<file path="src/rtl/hazard_stall_ctrl.sv">
// hazard_stall_ctrl: pipeline controller for the 5-stage integer datapath.
// Detects data hazards between ID sources and EX/MEM destinations, flushes on
// taken branches, freezes the front end while the multi-cycle multiplier runs,
// and keeps a saturating count of cycles in which the PC was held.
//
// Optional feature macro: HAZARD_FORWARDING_EN
//   defined   -> operand forwarding enabled; only load-use stalls one cycle.
//   undefined -> no forwarding; any pending EX/MEM writer of a used source stalls.
module hazard_stall_ctrl #(
  parameter int MUL_CYCLES = 4,   // legal range 1..15
  parameter int CNT_W      = 16
) (
  input  logic             clock,
  input  logic             reset,
  input  logic [4:0]       id_rs,
  input  logic [4:0]       id_rt,
  input  logic             id_uses_rs,
  input  logic             id_uses_rt,
  input  logic             id_is_mul,
  input  logic [4:0]       ex_rd,
  input  logic             ex_reg_write,
  input  logic             ex_mem_read,
  input  logic [4:0]       mem_rd,
  input  logic             mem_reg_write,
  input  logic             branch_taken,
  output logic             pc_write,
  output logic             if_id_write,
  output logic             if_id_flush,
  output logic             id_ex_bubble,
  output logic             id_ex_hold,
  output logic             mul_start,
  output logic             mul_busy,
  output logic [1:0]       fwd_a,
  output logic [1:0]       fwd_b,
  output logic [CNT_W-1:0] stall_count
);

  typedef enum logic {RUN, MUL_WAIT} state_t;

  // MUL_WAIT lasts cnt+1 cycles, so loading MUL_CYCLES-1 gives exactly MUL_CYCLES.
  localparam logic [3:0] CNT_LOAD = 4'(MUL_CYCLES - 1);

  state_t     state;
  logic [3:0] cnt;
  logic       hazard;

  // True when a used, nonzero source register is about to be written by dst.
  function automatic logic src_hit(input logic [4:0] src, input logic used,
                                   input logic [4:0] dst, input logic wr);
    return used && wr && (src != 5'd0) && (src == dst);
  endfunction

`ifdef HAZARD_FORWARDING_EN
  // Forward select for one operand: the youngest producer (EX/MEM) wins.
  function automatic logic [1:0] fwd_sel(input logic [4:0] src);
    if (ex_reg_write && src != 5'd0 && src == ex_rd)
      return 2'd1;
    else if (mem_reg_write && src != 5'd0 && src == mem_rd)
      return 2'd2;
    else
      return 2'd0;
  endfunction

  // Only a load in EX cannot be forwarded in time: one-cycle load-use stall.
  always_comb begin
    hazard = ex_mem_read &&
             (src_hit(id_rs, id_uses_rs, ex_rd, 1'b1) ||
              src_hit(id_rt, id_uses_rt, ex_rd, 1'b1));
  end
`else
  logic unused_mem_read;
  assign unused_mem_read = ex_mem_read;

  // Without forwarding, any in-flight writer of a used source must drain first.
  always_comb begin
    hazard = src_hit(id_rs, id_uses_rs, ex_rd,  ex_reg_write)  ||
             src_hit(id_rt, id_uses_rt, ex_rd,  ex_reg_write)  ||
             src_hit(id_rs, id_uses_rs, mem_rd, mem_reg_write) ||
             src_hit(id_rt, id_uses_rt, mem_rd, mem_reg_write);
  end
`endif

  // Pipeline controls decoded from state and current inputs (same-cycle effect).
  always_comb begin
    // NOTE: every output gets a default first so no path leaves it unassigned,
    // which would otherwise infer a latch.
    pc_write     = 1'b1;
    if_id_write  = 1'b1;
    if_id_flush  = 1'b0;
    id_ex_bubble = 1'b0;
    id_ex_hold   = 1'b0;
    mul_start    = 1'b0;
    mul_busy     = 1'b0;
    fwd_a        = 2'd0;
    fwd_b        = 2'd0;
    if (reset) begin
      pc_write     = 1'b0;
      if_id_write  = 1'b0;
      if_id_flush  = 1'b1;
      id_ex_bubble = 1'b1;
    end else begin
`ifdef HAZARD_FORWARDING_EN
      fwd_a = fwd_sel(id_rs);
      fwd_b = fwd_sel(id_rt);
`endif
      if (state == MUL_WAIT) begin
        pc_write    = 1'b0;
        if_id_write = 1'b0;
        id_ex_hold  = 1'b1;
        mul_busy    = 1'b1;
      end else if (branch_taken) begin
        if_id_flush  = 1'b1;
        id_ex_bubble = 1'b1;
      end else if (hazard) begin
        pc_write     = 1'b0;
        if_id_write  = 1'b0;
        id_ex_bubble = 1'b1;
      end else begin
        mul_start = id_is_mul;
      end
    end
  end

  // Multiply sequencing state and the saturating stall counter.
  always_ff @(posedge clock) begin
    // NOTE: sequential state uses non-blocking assignments so every register
    // samples pre-edge values regardless of statement order.
    if (reset) begin
      state       <= RUN;
      cnt         <= 4'd0;
      stall_count <= '0;
    end else begin
      case (state)
        RUN: begin
          if (mul_start) begin
            state <= MUL_WAIT;
            cnt   <= CNT_LOAD;
          end
        end
        MUL_WAIT: begin
          if (cnt == 4'd0) state <= RUN;
          else             cnt   <= cnt - 4'd1;
        end
        default: state <= RUN;
      endcase
      if (!pc_write && stall_count != '1)
        stall_count <= stall_count + CNT_W'(1);
    end
  end

endmodule

</file>
<file path="config.mk">
export PLATFORM = sky130hd
export DESIGN_NAME = hazard_stall_ctrl
export DESIGN_NICKNAME = d
export VERILOG_FILES = /design/src/rtl/hazard_stall_ctrl.sv
export SDC_FILE = /design/constraint.sdc
export NUM_CORES = 1
export LEC_CHECK = 0
export ABC_AREA = 0
export BUFFER_PORTS_ARGS = -buffer_cell sky130_fd_sc_hd__buf_2
export CORE_MARGIN = 5
export CORE_UTILIZATION = 40
export DETAILED_ROUTE_END_ITERATION = 16
export PLACE_DENSITY = 0.67
export SLEW_MARGIN = 20
export SYNTH_ARGS = -nofsm -noshare
export SYNTH_HDL_FRONTEND = slang
export SYNTH_SLANG_ARGS = --single-unit
export TNS_END_PERCENT = 1
</file>
<file path="constraint.sdc">
create_clock -name clock -period 5.6 [get_ports clock]
set_input_delay 1.12 -clock clock [delete_from_list [all_inputs] [get_ports clock]]
set_output_delay 1.12 -clock clock [all_outputs]
set_load 0.005 [all_outputs]
</file>
After elaboration in Yosys (flattened, before gate mapping)
Index checks and enable logic that the tools add are counted.
{"block": "classes", "addsub": 2, "mul": 0, "div": 0, "magnitude_cmp": 0, "eq_ne": 7, "shift": 0, "n_mux": 23, "bitwise": 1, "n_reduce_logical": 21}
{"operator": "== test 5 bit", "n": 4}
{"operator": "two-way mux 1 bit", "n": 19}
{"operator": "adder 16 x 1 -> 16 bit (second input constant)", "n": 1}
{"operator": "inequality test 16 bit (second input constant)", "n": 1}
{"operator": "logical AND 1 bit", "n": 13}
{"operator": "nonzero test 5 bit", "n": 2}
{"operator": "two-way mux 4 bit", "n": 2}
{"operator": "case mux 4 bit (2 select lines)", "n": 1}
{"operator": "logical NOT 4 bit", "n": 1}
{"operator": "inequality test 2 bit (second input constant)", "n": 2}
{"operator": "subtractor 4 x 1 -> 4 bit (second input constant)", "n": 1}
{"operator": "logical OR 1 bit", "n": 3}
{"operator": "case mux 1 bit (2 select lines)", "n": 1}
{"operator": "AND reduction 2 bit", "n": 1}
{"operator": "logical NOT 1 bit", "n": 1}
{"operator": "NOT 1 bit", "n": 1}
{"block": "word_totals", "ff_bits": 21, "latchBits": 0, "mem_bits_rw": 0, "mem_bits_ro": 0, "inputBits": 29, "out_inout_bits": 27, "wordCells": 57, "mem_count": 0}

Depth between registers and ports, before layout
{"block": "depth", "depth_word": 12, "depth_mapped": 8}

Least setup slack after synthesis
OpenSTA, ideal clock, no wires.
{"block": "synth_path", "path_type": "in2out", "from": "in id_rs[0]", "to": "out mul_start", "arrival_time_ns": 2.498, "required_time_ns": 4.480, "path_slack_ns": 1.982, "stages": 6, "path_buffers": 1, "cell_sequence": "or4_1 -> o21a_1 -> a22oi_1 -> nor2b_1 -> and3_1 -> clkbuf_1"}
{"block": "synth_between", "elab_chain_len": 10, "elab_cells_between_ends": 14, "cone_classes": "2 x eq/ne; 4 x mux; 8 x reduce/logical"}
{"item": "start: declaration", "line_no": "15", "source": "input logic [4:0] id_rs,"}
{"item": "nonzero test 5 bit", "line_no": "50", "source": "return used && wr && (src != 5'd0) && (src == dst);"}
{"item": "logical AND 1 bit (2 in series)", "line_no": "50"}
{"item": "logical OR 1 bit", "line_no": "76", "source": "hazard = src_hit(id_rs, id_uses_rs, ex_rd, ex_reg_write) ||"}
{"item": "logical OR 1 bit (*)", "line_no": "77", "source": "src_hit(id_rt, id_uses_rt, ex_rd, ex_reg_write) ||"}
{"item": "logical OR 1 bit (*)", "line_no": "78", "source": "src_hit(id_rs, id_uses_rs, mem_rd, mem_reg_write) ||"}
{"item": "two-way mux 1 bit (*)", "line_no": "114", "source": "end else if (hazard) begin"}
{"item": "two-way mux 1 bit (*)", "line_no": "111", "source": "end else if (branch_taken) begin"}
{"item": "two-way mux 1 bit (*)", "line_no": "106", "source": "if (state == MUL_WAIT) begin"}
{"item": "two-way mux 1 bit (*)", "line_no": "96", "source": "if (reset) begin"}
{"item": "end: declaration", "line_no": "31", "source": "output logic mul_start,"}
Every way passes the cells marked *; elsewhere a longest branch is shown, timed or not.

Worst setup path in the final report
Ends and elaborated chain as after synthesis.

==> run summary <==
CTS HTree Levels = 1
reg2reg start = stall_count[0]
GRT overflow = 0
placed cell count = 262
hold bufs inserted after CTS = 0
initial core utilization = 40.8%
GPL Wtd Cong = 0.787
synthesized area per cell = 8.46 um2
Synth area leaders = dfxtp_1, xnor2_1, a21oi_1, buf_4, nand4_1
static leakage = 0.000706 uW
dpl hpwl = 2560 um
setup_tns = 0 ns
hold path depth = 2
Post-Syn Instances = 174
MaxCap Viol Count = 0
Root Buffer = clkbuf_8
Syn-to-layout area delta = 19.3%
Async S/R FF share, synth = 0%
most frequent cells in the layout = buf_2, dfxtp_1, xnor2_1
Total GRT Usage = 13.0%
clock buffer depth = 2
Worst Reg-to-Reg Cells = 7
Layout fillers = 383
Routed WL = 3230 um
largest net degree at the start of global routing = 30
post-CTS setup buffers = 0
RSZ-0062 raised after global routing = no
critical hold path startpoint = stall_count[5]
register area share after synthesis = 28.5%
post-layout net count = 250
Max Clk Rate = 0.254 GHz
Final Hold Vio Count = 0
Syn. warnings = 0
routed via count = 1345
vias in the first global route = 1262
Clock Skew = 0.00470 ns
CTS Buf Count = 3
drt pass-1 iters = 4
Worst EP required = 4.48 ns
Pwr Density = 178 mW/mm2
Synth top area share = 28.5%
worst-margin pin slew = 0.544 ns
Die W = 70.7 um
mapped cell area = 0.00147 mm2
vias per cell = 5.06
core box area = 0.00361 mm2
Peak VDD IR = 75.5 uV
layout cells sized above 1 = 32.6%
minimum clock period = 3.94 ns
final-report max-slew violation count = 0
FP Rows = 22
Skew-Pair Late Insertion Delay = 0.26 ns
commonest non-fill, non-tap cell in the layout = buf_2
Worst Setup End Kind = output port
clock sinks = 21
Hold EP = stall_count[5]
DIE AREA = 0.00499 mm2
Final Setup Violations = 0
crit path max fanout = 6
DRC = 0
R2R Setup Slk = 3.13 ns
Worst-path clk slew = 0.08 ns
TritonCTS clock tree = done
antenna violations before repair = 0
I/O pin count = 56
number of synthesized flops with an enable pin = 0
Unique masters post-synth = 45
status = finished clean
Final period util = 70.3%
Main synth FF type = dfxtp_1
kind of critical path = primary input to output port
drt first-iter violations = 90
Min Hold Slack = 0.506 ns
wire per inst = 12.1 um
number of diodes = 0
Die Y-Extent = 70.7 um
Synth area leader = dfxtp_1
post-route ant nets = 0
post-synthesis register bit count = 21
Data arrival, critical path = 2.82 ns
# port buffers = 50
worst relative slew slack = 63.6%
Hold Crit Class = register to register
post-cts sizing count = 0
kind of start point of the critical path = primary input
first-pass GRT wire length = 5390 um
Finished Core Util = 48.7%
reg-to-reg endpoint = stall_count[13]
Non-Filler Instances = 266
## critical path, stage by stage
cell and delay (ns):
buf_2 0.12, or4_1 0.53, o21a_1 0.20, a22oi_1 0.20
nor2b_1 0.20, and3_1 0.29, buf_2 0.15
## where the power goes
group,internal (uW),switching (uW)
registers,153,3.85
clock network,49.6,48.7
logic,28.7,29.1
total,231,81.7
## sequential cells by signal (all words and copies together) (netlist names)
| register | count |
|---|---|
| stall_count | 16 |
| state | 1 |
| cnt | 4 |
## Yosys cell counts (3+ instances only)
cell,number
nand4_1,8
or4_1,4
nor3_1,4
xor2_1,3
o21ai_0,10
or3_1,4
a21oi_1,13
or3_2,4
dfxtp_1,21
nand3_1,5
buf_4,7
inv_1,8
xnor2_1,20
nor2b_1,3
nor2_1,12
clkbuf_1,4
nand2_1,10
## through the flow
stage                     setup slack, ns  area, um2  power (uW)
after CTS                            1.65       1760         318
after floorplan                      1.98       1480         198
after detailed placement             1.65       1710         218
final                                1.66       1760         313
after global placement               1.66       1710         218
after global routing                 1.57       1760         331
## worst max-delay path by stage
stage                     startpoint         to  depth (start not counted)
after CTS                   id_rs[0]  mul_start                          7
after detailed placement    id_rs[0]  mul_start                          7
final                       id_rs[0]  mul_start                          7
after global placement      id_rs[0]  mul_start                          7
after global routing        id_rs[0]  mul_start                          7
after floorplan             id_rs[0]  mul_start                          6
## cell families after synthesis
| kind of cell | count (synthesis) | synth area share (%) |
|---|---|---|
| XOR/XNOR | 23 | 13.7 |
| other | 1 | 0.255 |
| flip-flops | 21 | 28.5 |
| buffers and inverters | 21 | 7.73 |
| adder cells (fa/ha/maj) | 2 | 1.70 |
| AND/OR/NAND/NOR | 65 | 28.8 |
| AO/OA/AOI/OAI | 38 | 16.8 |
| multiplexers | 3 | 2.46 |
## area by class of cell
type	instances	area, um2	share of cell area [%]
clock buffers	3	41.3	2.35
clock inverters	1	5.00	0.285
flip-flops and latches	21	420	23.9
inverters	8	30.0	1.71
repair buffers	50	250	14.2
multi-input cells	135	950	54.1
well taps	48	60.1	3.42
## routing by layer
metal | GRT usage, % | part of all wire [%] | up-vias
li1 | - | - | 698
met1 | 16.2 | 44 | 597
met2 | 21.3 | 48 | 43
met3 | 2.41 | 5.9 | 7
met4 | 6.89 | 2.5 | 0
met5 | 0 | 0 | -
(Power assumes the default switching activity.)
